===== src/rtl/cpu_pkg.sv =====
// cpu_pkg: shared definitions for the 16-bit CPU datapath.
//   - opcode constants (OPCODE_ADD .. OPCODE_JUMPZ)
//   - alu_op_t: {opcode, f} as a 5-bit operation code
//   - instruction field positions and CMP result bit positions
//   - small helpers: write-back opcode classification, imm8 sign extension
package cpu_pkg;

  localparam int unsigned DATA_W    = 16;
  localparam int unsigned NUM_REGS  = 8;
  localparam int unsigned REG_SEL_W = 3;

  typedef logic [4:0] alu_op_t;

  // Opcodes (instruction bits [15:12]); 6, 7, 14 and 15 are reserved.
  localparam logic [3:0] OPCODE_ADD   = 4'd0;
  localparam logic [3:0] OPCODE_SUB   = 4'd1;
  localparam logic [3:0] OPCODE_OR    = 4'd2;
  localparam logic [3:0] OPCODE_XOR   = 4'd3;
  localparam logic [3:0] OPCODE_AND   = 4'd4;
  localparam logic [3:0] OPCODE_NOT   = 4'd5;
  localparam logic [3:0] OPCODE_LOAD  = 4'd8;
  localparam logic [3:0] OPCODE_CMP   = 4'd9;
  localparam logic [3:0] OPCODE_SHL   = 4'd10;
  localparam logic [3:0] OPCODE_SHR   = 4'd11;
  localparam logic [3:0] OPCODE_JUMP  = 4'd12;
  localparam logic [3:0] OPCODE_JUMPZ = 4'd13;

  // Instruction field positions.
  localparam int unsigned INST_OP_HI  = 15;
  localparam int unsigned INST_OP_LO  = 12;
  localparam int unsigned INST_RD_HI  = 11;
  localparam int unsigned INST_RD_LO  = 9;
  localparam int unsigned INST_F_BIT  = 8;
  localparam int unsigned INST_RA_HI  = 7;
  localparam int unsigned INST_RA_LO  = 5;
  localparam int unsigned INST_RB_HI  = 4;
  localparam int unsigned INST_RB_LO  = 2;
  localparam int unsigned INST_IMM_HI = 7;
  localparam int unsigned INST_IMM_LO = 0;

  // CMP result bit positions; bits 10:0 are always zero.
  localparam int unsigned CMP_EQ_BIT = 15;
  localparam int unsigned CMP_GT_BIT = 14;
  localparam int unsigned CMP_LT_BIT = 13;
  localparam int unsigned CMP_AZ_BIT = 12;
  localparam int unsigned CMP_BZ_BIT = 11;

  // Only arithmetic/logic, LOAD, CMP and shifts write a destination register.
  function automatic logic is_writeback(input logic [3:0] opcode);
    logic we;
    case (opcode)
      OPCODE_ADD, OPCODE_SUB, OPCODE_OR, OPCODE_XOR, OPCODE_AND,
      OPCODE_NOT, OPCODE_LOAD, OPCODE_CMP, OPCODE_SHL, OPCODE_SHR: we = 1'b1;
      default:                                                      we = 1'b0;
    endcase
    return we;
  endfunction

  function automatic logic [15:0] sext8(input logic [7:0] v);
    return {{8{v[7]}}, v};
  endfunction

endpackage


===== src/rtl/cpu_alu.sv =====
// cpu_alu: registered ALU (second pipeline edge).
// Ports:
//   clk_i, rst_i (sync, active-high), en_i (hold when low)
//   alu_op_i, data_a_i, data_b_i, data_imm_i, pc_i : operation and operands
//   reg_d_we_i, sel_d_i : write-back request and destination from decode
//   data_result_o, should_branch_o : registered result and branch flag
//   data_write_reg_o, wr_sel_o     : registered write-back request and destination
module cpu_alu import cpu_pkg::*; (
  input  logic        clk_i,
  input  logic        rst_i,
  input  logic        en_i,
  input  alu_op_t     alu_op_i,
  input  logic [15:0] data_a_i,
  input  logic [15:0] data_b_i,
  input  logic [15:0] data_imm_i,
  input  logic [15:0] pc_i,
  input  logic        reg_d_we_i,
  input  logic [2:0]  sel_d_i,
  output logic [15:0] data_result_o,
  output logic        should_branch_o,
  output logic        data_write_reg_o,
  output logic [2:0]  wr_sel_o
);

  logic [15:0] data_result_d, data_result_q;
  logic        should_branch_d, should_branch_q;
  logic        data_write_reg_q;
  logic [2:0]  wr_sel_q;
  logic [3:0]  opcode_s;
  logic        f_s;

  assign opcode_s = alu_op_i[4:1];
  assign f_s      = alu_op_i[0];

  // Operation select; reserved opcodes yield zero and no branch.
  always_comb begin
    data_result_d   = 16'h0000;
    should_branch_d = 1'b0;
    case (opcode_s)
      OPCODE_ADD: data_result_d = data_a_i + data_b_i;
      OPCODE_SUB: data_result_d = data_a_i - data_b_i;
      OPCODE_OR:  data_result_d = data_a_i | data_b_i;
      OPCODE_XOR: data_result_d = data_a_i ^ data_b_i;
      OPCODE_AND: data_result_d = data_a_i & data_b_i;
      OPCODE_NOT: data_result_d = ~data_a_i;
      OPCODE_LOAD: begin
        // data_imm_i already holds {8'h00, imm8}; f=0 moves it to the high byte.
        if (f_s) begin
          data_result_d = data_imm_i;
        end else begin
          data_result_d = {data_imm_i[7:0], 8'h00} | {8'h00, data_imm_i[15:8]};
        end
      end
      OPCODE_CMP: begin
        data_result_d[CMP_EQ_BIT] = (data_a_i == data_b_i);
        if (f_s) begin
          data_result_d[CMP_GT_BIT] = ($signed(data_a_i) > $signed(data_b_i));
          data_result_d[CMP_LT_BIT] = ($signed(data_a_i) < $signed(data_b_i));
        end else begin
          data_result_d[CMP_GT_BIT] = (data_a_i > data_b_i);
          data_result_d[CMP_LT_BIT] = (data_a_i < data_b_i);
        end
        data_result_d[CMP_AZ_BIT] = (data_a_i == 16'h0000);
        data_result_d[CMP_BZ_BIT] = (data_b_i == 16'h0000);
      end
      OPCODE_SHL: data_result_d = data_a_i << data_b_i[3:0];
      OPCODE_SHR: data_result_d = data_a_i >> data_b_i[3:0];
      OPCODE_JUMP: begin
        should_branch_d = 1'b1;
        if (f_s) begin
          data_result_d = pc_i + sext8(data_imm_i[7:0]);
        end else begin
          data_result_d = data_a_i;
        end
      end
      OPCODE_JUMPZ: begin
        should_branch_d = (data_a_i == 16'h0000);
        data_result_d   = data_b_i;
      end
      default: begin
        data_result_d   = 16'h0000;
        should_branch_d = 1'b0;
      end
    endcase
  end

  // ALU output register; the destination travels with the result so that
  // write-back stays paired with the instruction that produced it.
  always_ff @(posedge clk_i) begin
    if (rst_i) begin
      data_result_q    <= 16'h0000;
      should_branch_q  <= 1'b0;
      data_write_reg_q <= 1'b0;
      wr_sel_q         <= 3'd0;
    end else if (en_i) begin
      data_result_q    <= data_result_d;
      should_branch_q  <= should_branch_d;
      data_write_reg_q <= reg_d_we_i;
      wr_sel_q         <= sel_d_i;
    end else begin
      data_result_q    <= data_result_q;
      should_branch_q  <= should_branch_q;
      data_write_reg_q <= data_write_reg_q;
      wr_sel_q         <= wr_sel_q;
    end
  end

  assign data_result_o    = data_result_q;
  assign should_branch_o  = should_branch_q;
  assign data_write_reg_o = data_write_reg_q;
  assign wr_sel_o         = wr_sel_q;

endmodule


===== src/rtl/cpu_decode.sv =====
// cpu_decode: registered instruction decoder (first pipeline edge).
// Ports:
//   clk_i, rst_i (sync, active-high), en_i (hold when low)
//   data_inst_i  : 16-bit instruction word
//   sel_d_o/sel_a_o/sel_b_o : destination / source A / source B selects
//   data_imm_o   : {8'h00, imm8}
//   alu_op_o     : {opcode, f}
//   reg_d_we_o   : instruction writes its destination register
module cpu_decode import cpu_pkg::*; (
  input  logic        clk_i,
  input  logic        rst_i,
  input  logic        en_i,
  input  logic [15:0] data_inst_i,
  output logic [2:0]  sel_d_o,
  output logic [2:0]  sel_a_o,
  output logic [2:0]  sel_b_o,
  output logic [15:0] data_imm_o,
  output alu_op_t     alu_op_o,
  output logic        reg_d_we_o
);

  logic [2:0]  sel_d_q, sel_a_q, sel_b_q;
  logic [15:0] data_imm_q;
  alu_op_t     alu_op_q;
  logic        reg_d_we_q;

  // Bits [1:0] of the instruction carry no meaning.
  logic unused_inst_bits_s;
  assign unused_inst_bits_s = ^data_inst_i[1:0];

  // Decode register: split the instruction word into its fields.
  always_ff @(posedge clk_i) begin
    if (rst_i) begin
      sel_d_q    <= 3'd0;
      sel_a_q    <= 3'd0;
      sel_b_q    <= 3'd0;
      data_imm_q <= 16'h0000;
      alu_op_q   <= 5'd0;
      reg_d_we_q <= 1'b0;
    end else if (en_i) begin
      sel_d_q    <= data_inst_i[INST_RD_HI:INST_RD_LO];
      sel_a_q    <= data_inst_i[INST_RA_HI:INST_RA_LO];
      sel_b_q    <= data_inst_i[INST_RB_HI:INST_RB_LO];
      data_imm_q <= {8'h00, data_inst_i[INST_IMM_HI:INST_IMM_LO]};
      alu_op_q   <= {data_inst_i[INST_OP_HI:INST_OP_LO], data_inst_i[INST_F_BIT]};
      reg_d_we_q <= is_writeback(data_inst_i[INST_OP_HI:INST_OP_LO]);
    end else begin
      sel_d_q    <= sel_d_q;
      sel_a_q    <= sel_a_q;
      sel_b_q    <= sel_b_q;
      data_imm_q <= data_imm_q;
      alu_op_q   <= alu_op_q;
      reg_d_we_q <= reg_d_we_q;
    end
  end

  assign sel_d_o    = sel_d_q;
  assign sel_a_o    = sel_a_q;
  assign sel_b_o    = sel_b_q;
  assign data_imm_o = data_imm_q;
  assign alu_op_o   = alu_op_q;
  assign reg_d_we_o = reg_d_we_q;

endmodule


===== src/rtl/cpu_regfile.sv =====
// cpu_regfile: 8 x 16-bit register file, two combinational read ports and
// one synchronous write port. r0 is an ordinary register.
// Ports:
//   clk_i, rst_i (sync, active-high; clears all registers)
//   we_i, sel_d_i, data_d_i : write port (already qualified by stage enable)
//   sel_a_i/data_a_o, sel_b_i/data_b_o : read ports (old value on same-cycle write)
//   dbg_regs_o : all register contents, only with CPU_DBG_REGS_EN defined
module cpu_regfile import cpu_pkg::*; (
  input  logic             clk_i,
  input  logic             rst_i,
  input  logic             we_i,
  input  logic [2:0]       sel_d_i,
  input  logic [15:0]      data_d_i,
  input  logic [2:0]       sel_a_i,
  input  logic [2:0]       sel_b_i,
  output logic [15:0]      data_a_o,
  output logic [15:0]      data_b_o
`ifdef CPU_DBG_REGS_EN
  ,
  output logic [7:0][15:0] dbg_regs_o
`endif
);

  logic [15:0] regs_q [NUM_REGS];

  // Register storage: clear on reset, single write port otherwise.
  always_ff @(posedge clk_i) begin
    if (rst_i) begin
      for (int i = 0; i < NUM_REGS; i++) begin
        regs_q[i] <= 16'h0000;
      end
    end else if (we_i) begin
      regs_q[sel_d_i] <= data_d_i;
    end else begin
      regs_q[sel_d_i] <= regs_q[sel_d_i];
    end
  end

  // Reads see the registered contents, so a write in the same cycle is not visible yet.
  assign data_a_o = regs_q[sel_a_i];
  assign data_b_o = regs_q[sel_b_i];

`ifdef CPU_DBG_REGS_EN
  // Debug mirror of every register.
  always_comb begin
    dbg_regs_o = '0;
    for (int i = 0; i < NUM_REGS; i++) begin
      dbg_regs_o[i] = regs_q[i];
    end
  end
`endif

endmodule


===== src/rtl/cpu_datapath.sv =====
// cpu_datapath: 16-bit single-issue datapath (decode -> regfile read -> ALU,
// with internal write-back of ALU results).
// Ports:
//   clk, rst (sync, active-high), en (stage enable: hold + no write-back when low)
//   data_inst     : instruction word (held two cycles per instruction)
//   pc            : address of the current instruction (PC-relative jumps)
//   data_result   : registered ALU result / branch target
//   should_branch : registered branch-taken flag
//   dbg_reg0..7   : live register contents, present only when the
//                   CPU_DBG_REGS_EN macro is defined
module cpu_datapath import cpu_pkg::*; (
  input  logic        clk,
  input  logic        rst,
  input  logic        en,
  input  logic [15:0] data_inst,
  input  logic [15:0] pc,
  output logic [15:0] data_result,
  output logic        should_branch
`ifdef CPU_DBG_REGS_EN
  ,
  output logic [15:0] dbg_reg0,
  output logic [15:0] dbg_reg1,
  output logic [15:0] dbg_reg2,
  output logic [15:0] dbg_reg3,
  output logic [15:0] dbg_reg4,
  output logic [15:0] dbg_reg5,
  output logic [15:0] dbg_reg6,
  output logic [15:0] dbg_reg7
`endif
);

  logic [2:0]  sel_d_s, sel_a_s, sel_b_s, wr_sel_s;
  logic [15:0] data_imm_s, data_a_s, data_b_s, data_result_s;
  alu_op_t     alu_op_s;
  logic        reg_d_we_s, data_write_reg_s, should_branch_s, rf_we_s;

  cpu_decode u_decode (
    .clk_i       (clk),
    .rst_i       (rst),
    .en_i        (en),
    .data_inst_i (data_inst),
    .sel_d_o     (sel_d_s),
    .sel_a_o     (sel_a_s),
    .sel_b_o     (sel_b_s),
    .data_imm_o  (data_imm_s),
    .alu_op_o    (alu_op_s),
    .reg_d_we_o  (reg_d_we_s)
  );

  cpu_alu u_alu (
    .clk_i            (clk),
    .rst_i            (rst),
    .en_i             (en),
    .alu_op_i         (alu_op_s),
    .data_a_i         (data_a_s),
    .data_b_i         (data_b_s),
    .data_imm_i       (data_imm_s),
    .pc_i             (pc),
    .reg_d_we_i       (reg_d_we_s),
    .sel_d_i          (sel_d_s),
    .data_result_o    (data_result_s),
    .should_branch_o  (should_branch_s),
    .data_write_reg_o (data_write_reg_s),
    .wr_sel_o         (wr_sel_s)
  );

  // Write-back only while the stage is enabled.
  assign rf_we_s = data_write_reg_s & en;

`ifdef CPU_DBG_REGS_EN
  logic [7:0][15:0] dbg_regs_s;
`endif

  cpu_regfile u_regfile (
    .clk_i      (clk),
    .rst_i      (rst),
    .we_i       (rf_we_s),
    .sel_d_i    (wr_sel_s),
    .data_d_i   (data_result_s),
    .sel_a_i    (sel_a_s),
    .sel_b_i    (sel_b_s),
    .data_a_o   (data_a_s),
    .data_b_o   (data_b_s)
`ifdef CPU_DBG_REGS_EN
    ,
    .dbg_regs_o (dbg_regs_s)
`endif
  );

  assign data_result   = data_result_s;
  assign should_branch = should_branch_s;

`ifdef CPU_DBG_REGS_EN
  assign dbg_reg0 = dbg_regs_s[0];
  assign dbg_reg1 = dbg_regs_s[1];
  assign dbg_reg2 = dbg_regs_s[2];
  assign dbg_reg3 = dbg_regs_s[3];
  assign dbg_reg4 = dbg_regs_s[4];
  assign dbg_reg5 = dbg_regs_s[5];
  assign dbg_reg6 = dbg_regs_s[6];
  assign dbg_reg7 = dbg_regs_s[7];
`endif

endmodule


===== config.mk =====
export PLATFORM = sky130hd
export DESIGN_NAME = cpu_datapath
export DESIGN_NICKNAME = d
export VERILOG_FILES = /design/src/rtl/cpu_pkg.sv /design/src/rtl/cpu_alu.sv /design/src/rtl/cpu_decode.sv /design/src/rtl/cpu_regfile.sv /design/src/rtl/cpu_datapath.sv
export SDC_FILE = /design/constraint.sdc
export NUM_CORES = 1
export LEC_CHECK = 0
export CORE_ASPECT_RATIO = 0.75
export CORE_MARGIN = 2
export CORE_UTILIZATION = 35
export DETAILED_ROUTE_END_ITERATION = 6
export HOLD_SLACK_MARGIN = 0.1
export MAX_ROUTING_LAYER = met4
export PLACE_DENSITY = 0.59
export SLEW_MARGIN = 25
export SYNTH_ARGS = -nofsm -noshare
export SYNTH_HDL_FRONTEND = slang
export SYNTH_SLANG_ARGS = --single-unit

===== constraint.sdc =====
create_clock -name clk -period 9.4 [get_ports clk]
set_input_delay 1.88 -clock clk [delete_from_list [all_inputs] [get_ports clk]]
set_output_delay 1.88 -clock clk [all_outputs]
set_load 0.05 [all_outputs]

Word level (Yosys, flattened, before mapping):

Memory sizes are Yosys's and may differ from the RTL's. A register that Yosys moved wholly into a read port is not among the register bits.
Index checks and enable logic that the tools add are counted.

* memory bits (read-only): 16
* input bits: 35
* word-level logic and storage cells: 66
* bits in writable memories: 128
* output and inout bits: 17
* flip-flop bits (word level): 43
* latch bits: 0
* memories kept: 2

* $mul: 0
* magnitude comparators: 4
* add/subtract/negate cells: 3
* equal/unequal tests: 13
* muxes and demuxes: 22
* reductions and logical operators: 5
* shifts and indexed selects: 2
* div/mod/pow operators: 0
* bitwise logic cells: 6

Memory list
* u_regfile.regs_q: depth 8, width 16, rd ports 2, clocked after Yosys merged registers in 2, write ports 8, line cpu_regfile.sv:24 `logic [15:0] regs_q [NUM_REGS];`
* (no name shown): depth 16, width 1, rd ports 1, clocked after Yosys merged registers in 1, write ports 0, line cpu_pkg.sv:51 `case (opcode)`

Operators with widths (number)
* $pmux W11 S11: 1
* $mux W16: 4
* $pmux W5 S12: 1
* $add A16 B16 Y16: 2
* $gt A16 B16 Y1: 2
* $logic_not A16 Y1: 2
* $lt A16 B16 Y1: 2
* $eq A4 B4 Y1 const B: 6
* $and A16 B16 Y16: 1
* $eq A16 B16 Y1: 1
* $not A16 Y16: 1
* $or A16 B16 Y16: 1
* $reduce_or A16 Y1: 1
* $shl A16 B4 Y16: 1
* $shr A16 B4 Y16: 1
* $sub A16 B16 Y16: 1
* $xor A16 B16 Y16: 1
* $mux W3: 5
* $mux W1: 9
* $eq A4 B2 Y1 const B: 2
* $eq A4 B3 Y1 const B: 2
* $eq A4 B1 Y1 const B: 1
* $logic_not A4 Y1: 1
* $mux W2: 1
* 5 further kinds: 5

Logic depth before layout (Yosys ltp):

Gate-level depths: netlist (run 1).

* depth in word-level cells: 8
* gate-level depth with buffers: 17
* gate-level depth less buffers: 14

Cells and area by module:

A second synthesis (run 1) with hierarchy kept.

* cells, all modules: 1331
* area, all modules: 13883.3 um^2

By module, submodules not included
* cpu_regfile: seq. area each 3843.7 um^2, area each 6975.4 um^2, times used 1, cells each 430
* cpu_alu: seq. area each 420.4 um^2, area each 6172.2 um^2, times used 1, cells each 829
* cpu_decode: seq. area each 340.3 um^2, area each 729.4 um^2, times used 1, cells each 71
* cpu_datapath: seq. area each 0.0 um^2, area each 6.3 um^2, times used 1, cells each 1

Least setup slack after synthesis (run 1):

Ideal clock, no wire load.

* path type: register -> register
* from: reg with a tool-made name
* to: reg u_alu.data_result_q[12], in the netlist u_alu.data_result_o[12]
* setup time: 0.134 ns
* buffers on the path: 3
* cell stages (with the launch flop): 17
* clock period less this slack: 4.168 ns
* arrival: 4.034 ns
* slack: 5.232 ns
* data required time: 9.266 ns
* cell sequence: dfxtp_1 buf_6 buf_8 buf_6 mux4_2 mux2i_1 inv_1 ha_1 fa_1 a21o_1 a21o_1 a41o_1 o41ai_1 a2bb2oi_1 mux2i_1 a221oi_1 a211oi_1

RTL lines
* to (signal assigned): line cpu_alu.sv:96 `data_result_q <= data_result_d;`
* to (signal assigned): line cpu_alu.sv:101 `data_result_q <= data_result_q;`
* to (decl): line cpu_alu.sv:25 `logic [15:0] data_result_d, data_result_q;`

==> results of run 1 <==
## power by group through the flow
stage / Clock [mW] / Sequential [mW] / Combinational, mW
5_1_grt: 0.786 / 0.911 / 0.847
3_5_place_dp: 0 / 0.921 / 0.772
2_1_floorplan: 0 / 0.916 / 0.507
4_1_cts: 0.758 / 0.904 / 0.777
3_3_place_gp: 0 / 0.921 / 0.775
6_report: 0.752 / 0.907 / 0.803
## per-stage QoR
step | util | worst slack, ns | hold slack, ns | power, mW | cells
2_1_floorplan | - | 5.232 | 0.4601 | 1.424 | 1346
3_3_place_gp | 0.3840 | 4.049 | 0.4754 | 1.696 | 1838
3_5_place_dp | 0.3842 | 4.017 | 0.4836 | 1.693 | 1838
4_1_cts | 0.4002 | 3.971 | 0.4948 | 2.439 | 1870
5_1_grt | 0.4005 | 3.560 | 0.5235 | 2.543 | 1870
6_report | 0.4005 | 3.958 | 0.4871 | 2.461 | 1870
## tightest hold or removal path, cell delays in order, from the launching register on
cell,delay [ns]
dfxtp_1,0.31
nor2_1,0.08
a211oi_1,0.05
## layout make-up
class	count	area, um^2
Tap cell	504	630.6
Timing Repair Buffer	80	718.2
Sequential cell	172	4727
Clock inverter	15	172.7
Clock buffer	17	425.4
Multi-Input combinational cell	1024	8056
Fill cell	3597	22370
Inverter	58	217.7
## layer usage
metal  track usage  routed length, um
met2        0.3545              20850
met3       0.07091               5988
met1        0.3980              23810
met4       0.05952                928
met5             -                  0
## registers in the layout, summed over array words and instances, names as in the netlist, named ones only
signal and cells:
u_alu.data_write_reg_o 1, u_regfile.regs_q 128, u_alu.wr_sel_o 3, u_decode.sel_b_o 2
u_decode.sel_a_o 3, u_alu.should_branch_o 1, u_alu.data_result_o 16, u_decode.sel_d_o 3
u_decode.reg_d_we_o 1, u_decode.data_imm_o 3, u_decode.alu_op_o 5
## cell families (layout without fill, tap and decap cells)
kind of cell,after synthesis,in the layout,share of synthesized area
DFF,172,172,0.3538
xor gates and xnor gates,22,22,0.01443
muxes,149,149,0.1802
and+or+nand+nor,478,478,0.1837
buffers and inverters,150,170,0.04807
AOI/OAI and AO/OA,308,308,0.1554
adders and majority gates,67,67,0.06447
## worst paths after layout
kind	to	slack, ns	depth (start not counted)
worst max-delay path	u_alu.data_result_o[15]	3.96	14
worst max register to register	u_alu.data_result_o[15]	3.96	14
worst min register to register	u_alu.should_branch_o	0.49	2
worst min-delay path	u_alu.should_branch_o	0.49	2
## placed cells by master (no fill, tap or decap), drive strengths merged, types with 44 or more instances in the layout
master and n:
clkdlybuf4s50 49, nand2 91, a21oi 67, o21ai 56
edfxtp 128, dfxtp 44, ha 64, and2 116
inv 62, nor2 113, mux4 62, mux2i 81
==> qor.csv, run 1 <==
metric;value;unit
outcome;finished, final reports clean;
WP buf/inv;3;
CP Capture Type;register;
Final nets;1455;
global placer's final weighted congestion;1.014;
EDFF count, synth;128;
Clk Latency, worst-skew pair;0.48;ns
CP max stage delay;0.64;ns
fin crit period;5.442;ns
PortBufs;51;
final wirelength;51.57;mm
crit share post-route;0.5790;
Worst slew margin;0.2098;
Ports;52;
logic gate share of total power;0.326;
Worst EP required;9.76;ns
top cell family by delay on the critical path;compound AO/OA/AOI/OAI gates;
RSZ-0062 raised after global routing;false;
synthesis-stage register bit count;172;
Final Hold Fails;0;
share of cells above drive strength 1;0.1376;
CTS Buf Count;17;
most frequent cells after synthesis;edfxtp_1 (128), and2_1 (116), nor2_1 (111);
Synth area leader;edfxtp_1;
Die H;173.2;um
Avg WL per Cell;27.58;um
Mapped Area;13350;um^2
vias after detailed routing;11690;
residual DRC count;0;
Pins Over Slew Limit;0;
Final ANT Viol Nets;0;
via/cell ratio;6.252;
cts-stage hold buffer count;0;
CTS root buf;clkbuf_16;
Sw Pwr;950.4;uW
grt total ovfl;0;
WP data arrival;5.80;ns
Layout Skew;0.02056;ns
Finished Cell Area;14950;um^2
Power Internal;1.511;mW
Peak VDD IR;0.0001322;V
Post-DP HPWL;37.94;mm
Syn Area/Cell;9.920;um^2
TNS Setup;0;ns
setup bufs post-CTS;0;
largest net degree at the start of global routing;45;
CTS Sinks;172;
critical-path maximum fanout;34;
most common cell in the netlist;edfxtp_1;
Tot GR Track Use;0.2666;
final setup vio count;0;
Placed Area;14340;um^2
cts repair resizes;0;
max cap viols;0;
synth top area cells;edfxtp_1 (29%), mux4_2 (10%), dfxtp_1 (6.6%);
Worst Path Class, Setup;reg -> reg;
Power Density;164.7;nW/um^2
drt first pass iters;7;
# diodes;0;
Core Region;37320;um^2
clk buf depth;2;
vias in the first global route;10810;
Synth top area share;0.2879;
Synth Warn #;0;
synth-to-layout area growth;11.95;%
CTS tree;built;
Post-synth ARST share;0;
Sw Share;0.3862;
initial antenna violation count;0;
1st-iter DRT viols;1769;
Seq pwr share;0.368;
Yosys cell types;81;
slowest CP cell;o21ai_0;
sequential-to-total area share from yosys stat;0.3538;
Hold Path Class;reg -> reg;
maximum clock frequency;183.8;MHz
Starting Density;0.3578;
CP Launch Type;register;
clk slew on worst S/H paths;0.08;ns
first-pass GRT wire length;75.79;mm
Cell Chain, Critical Path;buf_4, mux4_2, mux2i_4, buf_4, inv_2, ha_1, o21bai_1, a2111oi_0, o21ai_0, a311oi_1, nor4_1, mux2_2, a221oi_1, a31oi_1;
Mapped Cells;1346;
Post-Syn Nets;1448;
power share of the clock group;0.306;
Die Area;39750;um^2
Least-Margin Pin Slew;1.152;ns
ys flop type;edfxtp_1;
number of cell rows;61;
most frequent CP cell;buf_4;
die width;229.5;um
worst hold start;u_alu.should_branch_o;
H-tree depth;4;
Static Leak;5.426;nW
(Power assumes the default switching activity.)
==> run 2: changes to the inputs <==
--- a/config.mk
+++ b/config.mk
@@ -11,7 +11,7 @@
 export DETAILED_ROUTE_END_ITERATION = 6
 export HOLD_SLACK_MARGIN = 0.1
 export MAX_ROUTING_LAYER = met4
-export PLACE_DENSITY = 0.59
+export PLACE_DENSITY = 0.61
 export SLEW_MARGIN = 25
 export SYNTH_ARGS = -nofsm -noshare
 export SYNTH_HDL_FRONTEND = slang
==> constraint.sdc (replaced) <==
create_clock -name clk -period 4.8 [get_ports clk]
set_input_delay 0.96 -clock clk [delete_from_list [all_inputs] [get_ports clk]]
set_output_delay 0.96 -clock clk [all_outputs]
set_load 0.05 [all_outputs]
==> run 2 against run 1 <==
Effect of this change:
- core utilization grew 0.93 points
- setup slack lost 3.7 ns
- total power grew 100%
- critical endpoint is now u_alu.data_result_o[12]
- largest power group unchanged
==> qor.csv, run 2 (synthesis gave the netlist of run 1 again) <==
metric;value;unit;change
outcome;finished, final reports clean;;unchanged
number of cell rows;61;;unchanged
initial antenna violation count;1;;was 0
residual DRC count;0;;unchanged
setup bufs post-CTS;0;;unchanged
final wirelength;53.50;mm;was 51.57 mm
share of cells above drive strength 1;0.1625;;was 0.1376
Final nets;1498;;was 1,455
Placed Area;14660;um^2;was 14,340 um^2
fin crit period;4.545;ns;was 5.442 ns
clk buf depth;2;;unchanged
Ports;52;;unchanged
Post-Layout Cell Count;1915;;was 1,870
Finished Cell Area;15290;um^2;was 14,950 um^2
Worst EP required;5.13;ns;was 9.76 ns
Hold Path Cell Cnt;2;;unchanged
global placer's final weighted congestion;1.027;;was 1.014
Worst Reg-to-Reg Cells;13;;was 14
Static Leak;5.657;nW;was 5.426 nW
cts-stage hold buffer count;0;;unchanged
synth-to-layout area growth;14.53;%;was 11.95%
R2R Path End;u_alu.data_result_o[12];;was u_alu.data_result_o[15]
Layout Skew;0.01573;ns;was 0.02056 ns
TNS Setup;0;ns;unchanged
max cap viols;0;;unchanged
hold endpoint;u_decode.sel_d_o[2];;was u_alu.should_branch_o
CTS Sinks;172;;unchanged
grt total ovfl;0;;unchanged
CP Launch Type;register;;unchanged
Post-DP HPWL;40.14;mm;was 37.94 mm
CTS Buf Count;17;;unchanged
Power Density;321.3;nW/um^2;was 164.7 nW/um^2
Peak VDD IR;0.0002396;V;was 0.0001322 V
critical-path maximum fanout;15;;was 34
via/cell ratio;6.179;;was 6.252
vias in the first global route;11170;;was 10.81k
Clk Latency, worst-skew pair;0.46;ns;was 0.48 ns
first-pass GRT wire length;77.36;mm;was 75.79 mm
Avg WL per Cell;27.93;um;was 27.58 um
commonest non-fill, non-tap cells in the layout;edfxtp_1 (128), and2_1 (116), nor2_1 (111), nand2_1 (91), buf_4 (72);;was edfxtp_1 (128), and2_1 (116), nor2_1 (107), nand2_1 (91), a21oi_1 (67)
Core Region;37320;um^2;unchanged
1st-iter DRT viols;1751;;was 1,769
maximum clock frequency;220.0;MHz;was 183.8 MHz
flop2flop setup slack;0.25;ns;was 3.96 ns
Layout fillers;3609;;was 3,597
worst hold start;u_decode.sel_d_o[2];;was u_alu.should_branch_o
RSZ-0062 raised after global routing;false;;unchanged
Die H;173.2;um;unchanged
drt first pass iters;6;;was 7
Starting Density;0.3578;;unchanged
Hold Path Class;reg -> reg;;unchanged
clk slew on worst S/H paths;0.08;ns;about the same
final setup vio count;0;;unchanged
Least-Margin Pin Slew;1.096;ns;was 1.152 ns
vias after detailed routing;11830;;was 11.69k
most common cell after layout, fill and taps aside;edfxtp_1;;unchanged
Final Hold Fails;0;;unchanged
Tot GR Track Use;0.2742;;was 0.2666
CTS root buf;clkbuf_16;;unchanged
largest net degree at the start of global routing;44;;was 45
crit share post-route;0.9469;;was 0.5790
CTS tree;built;;unchanged
Placed Cells;1881;;was 1,838
cts repair resizes;0;;unchanged
H-tree depth;4;;unchanged
Pins Over Slew Limit;0;;unchanged
max reg flops;128;;unchanged
Worst Path Class, Setup;reg -> reg;;unchanged
PortBufs;51;;unchanged
Most flops, register;u_regfile.regs_q;;unchanged
Final ANT Viol Nets;0;;unchanged
die width;229.5;um;unchanged
CP Capture Type;register;;unchanged
Die Area;39750;um^2;unchanged
WP data arrival;4.87;ns;was 5.80 ns
Worst slew margin;0.2685;;was 0.2098
[run 2: cell types whose count changed in the layout (fill, tap and decap cells not counted), sizes merged]
cell,delta
diode,+2
clkinvlp,+1
bufinv,+1
buf,+43
inv,-1
clkinv,-1
[run 2: final cells by class]
type	count	area, um^2	share of cell area
multi-input combinational	1024	8045	0.5261
sequential	172	4727	0.3091
timing repair buffer	123	1041	0.06807
tap	504	630.6	0.04123
clock buffer	17	425.4	0.02782
inverter	58	217.7	0.01424
clock inverter	15	201.4	0.01317
antenna	2	5.005	0.0003273
[run 2: routing by layer]
metal  wire length [um]  up-vias  global-route usage
met4               1255        0             0.06602
li1                   -     5177                   -
met5                  0        -                   -
met3               5992       87             0.06629
met1              24710     5836              0.4060
met2              21540      732              0.3715
[run 2: worst max-delay path by stage]
stage	slack, ns	end
floorplan	0.63	u_alu.data_result_o[12]
global placement	0.37	u_alu.data_result_o[12]
detailed placement	0.42	u_alu.data_result_o[12]
CTS	0.40	u_alu.data_result_o[12]
global route	0.04	u_alu.data_result_o[12]
finish	0.25	u_alu.data_result_o[12]
[run 2: critical path, cell delays in order (launching register included)]
cell and delay (ns):
dfxtp_1 0.78, buf_4 0.42, mux4_2 0.36, mux2i_1 0.15, buf_4 0.17, ha_1 0.40, nand2_1 0.16, nand2_1 0.10
a2111oi_1 0.96, buf_4 0.26, o211ai_1 0.12, nor4_1 0.28, buf_4 0.18, a211oi_1 0.06
[run 2: power breakdown]
group | total, mW | switching, mW | leakage (nW) | internal [mW]
Clock | 1.50 | 0.706 | 0.299 | 0.797
Combinational | 1.62 | 1.02 | 3.67 | 0.598
Sequential | 1.79 | 0.128 | 1.68 | 1.66
[run 2: stage by stage]
| step | setup slack [ns] | hold slack [ns] | power, mW | utilization |
|---|---|---|---|---|
| 2_1_floorplan | 0.6323 | 0.4601 | 2.788 | - |
| 5_1_grt | 0.03510 | 0.5276 | 5.075 | 0.4097 |
| 6_report | 0.2550 | 0.5004 | 4.913 | 0.4098 |
| 3_3_place_gp | 0.3739 | 0.4737 | 3.386 | 0.3927 |
| 3_5_place_dp | 0.4220 | 0.4847 | 3.376 | 0.3927 |
| 4_1_cts | 0.3976 | 0.5039 | 4.872 | 0.4095 |
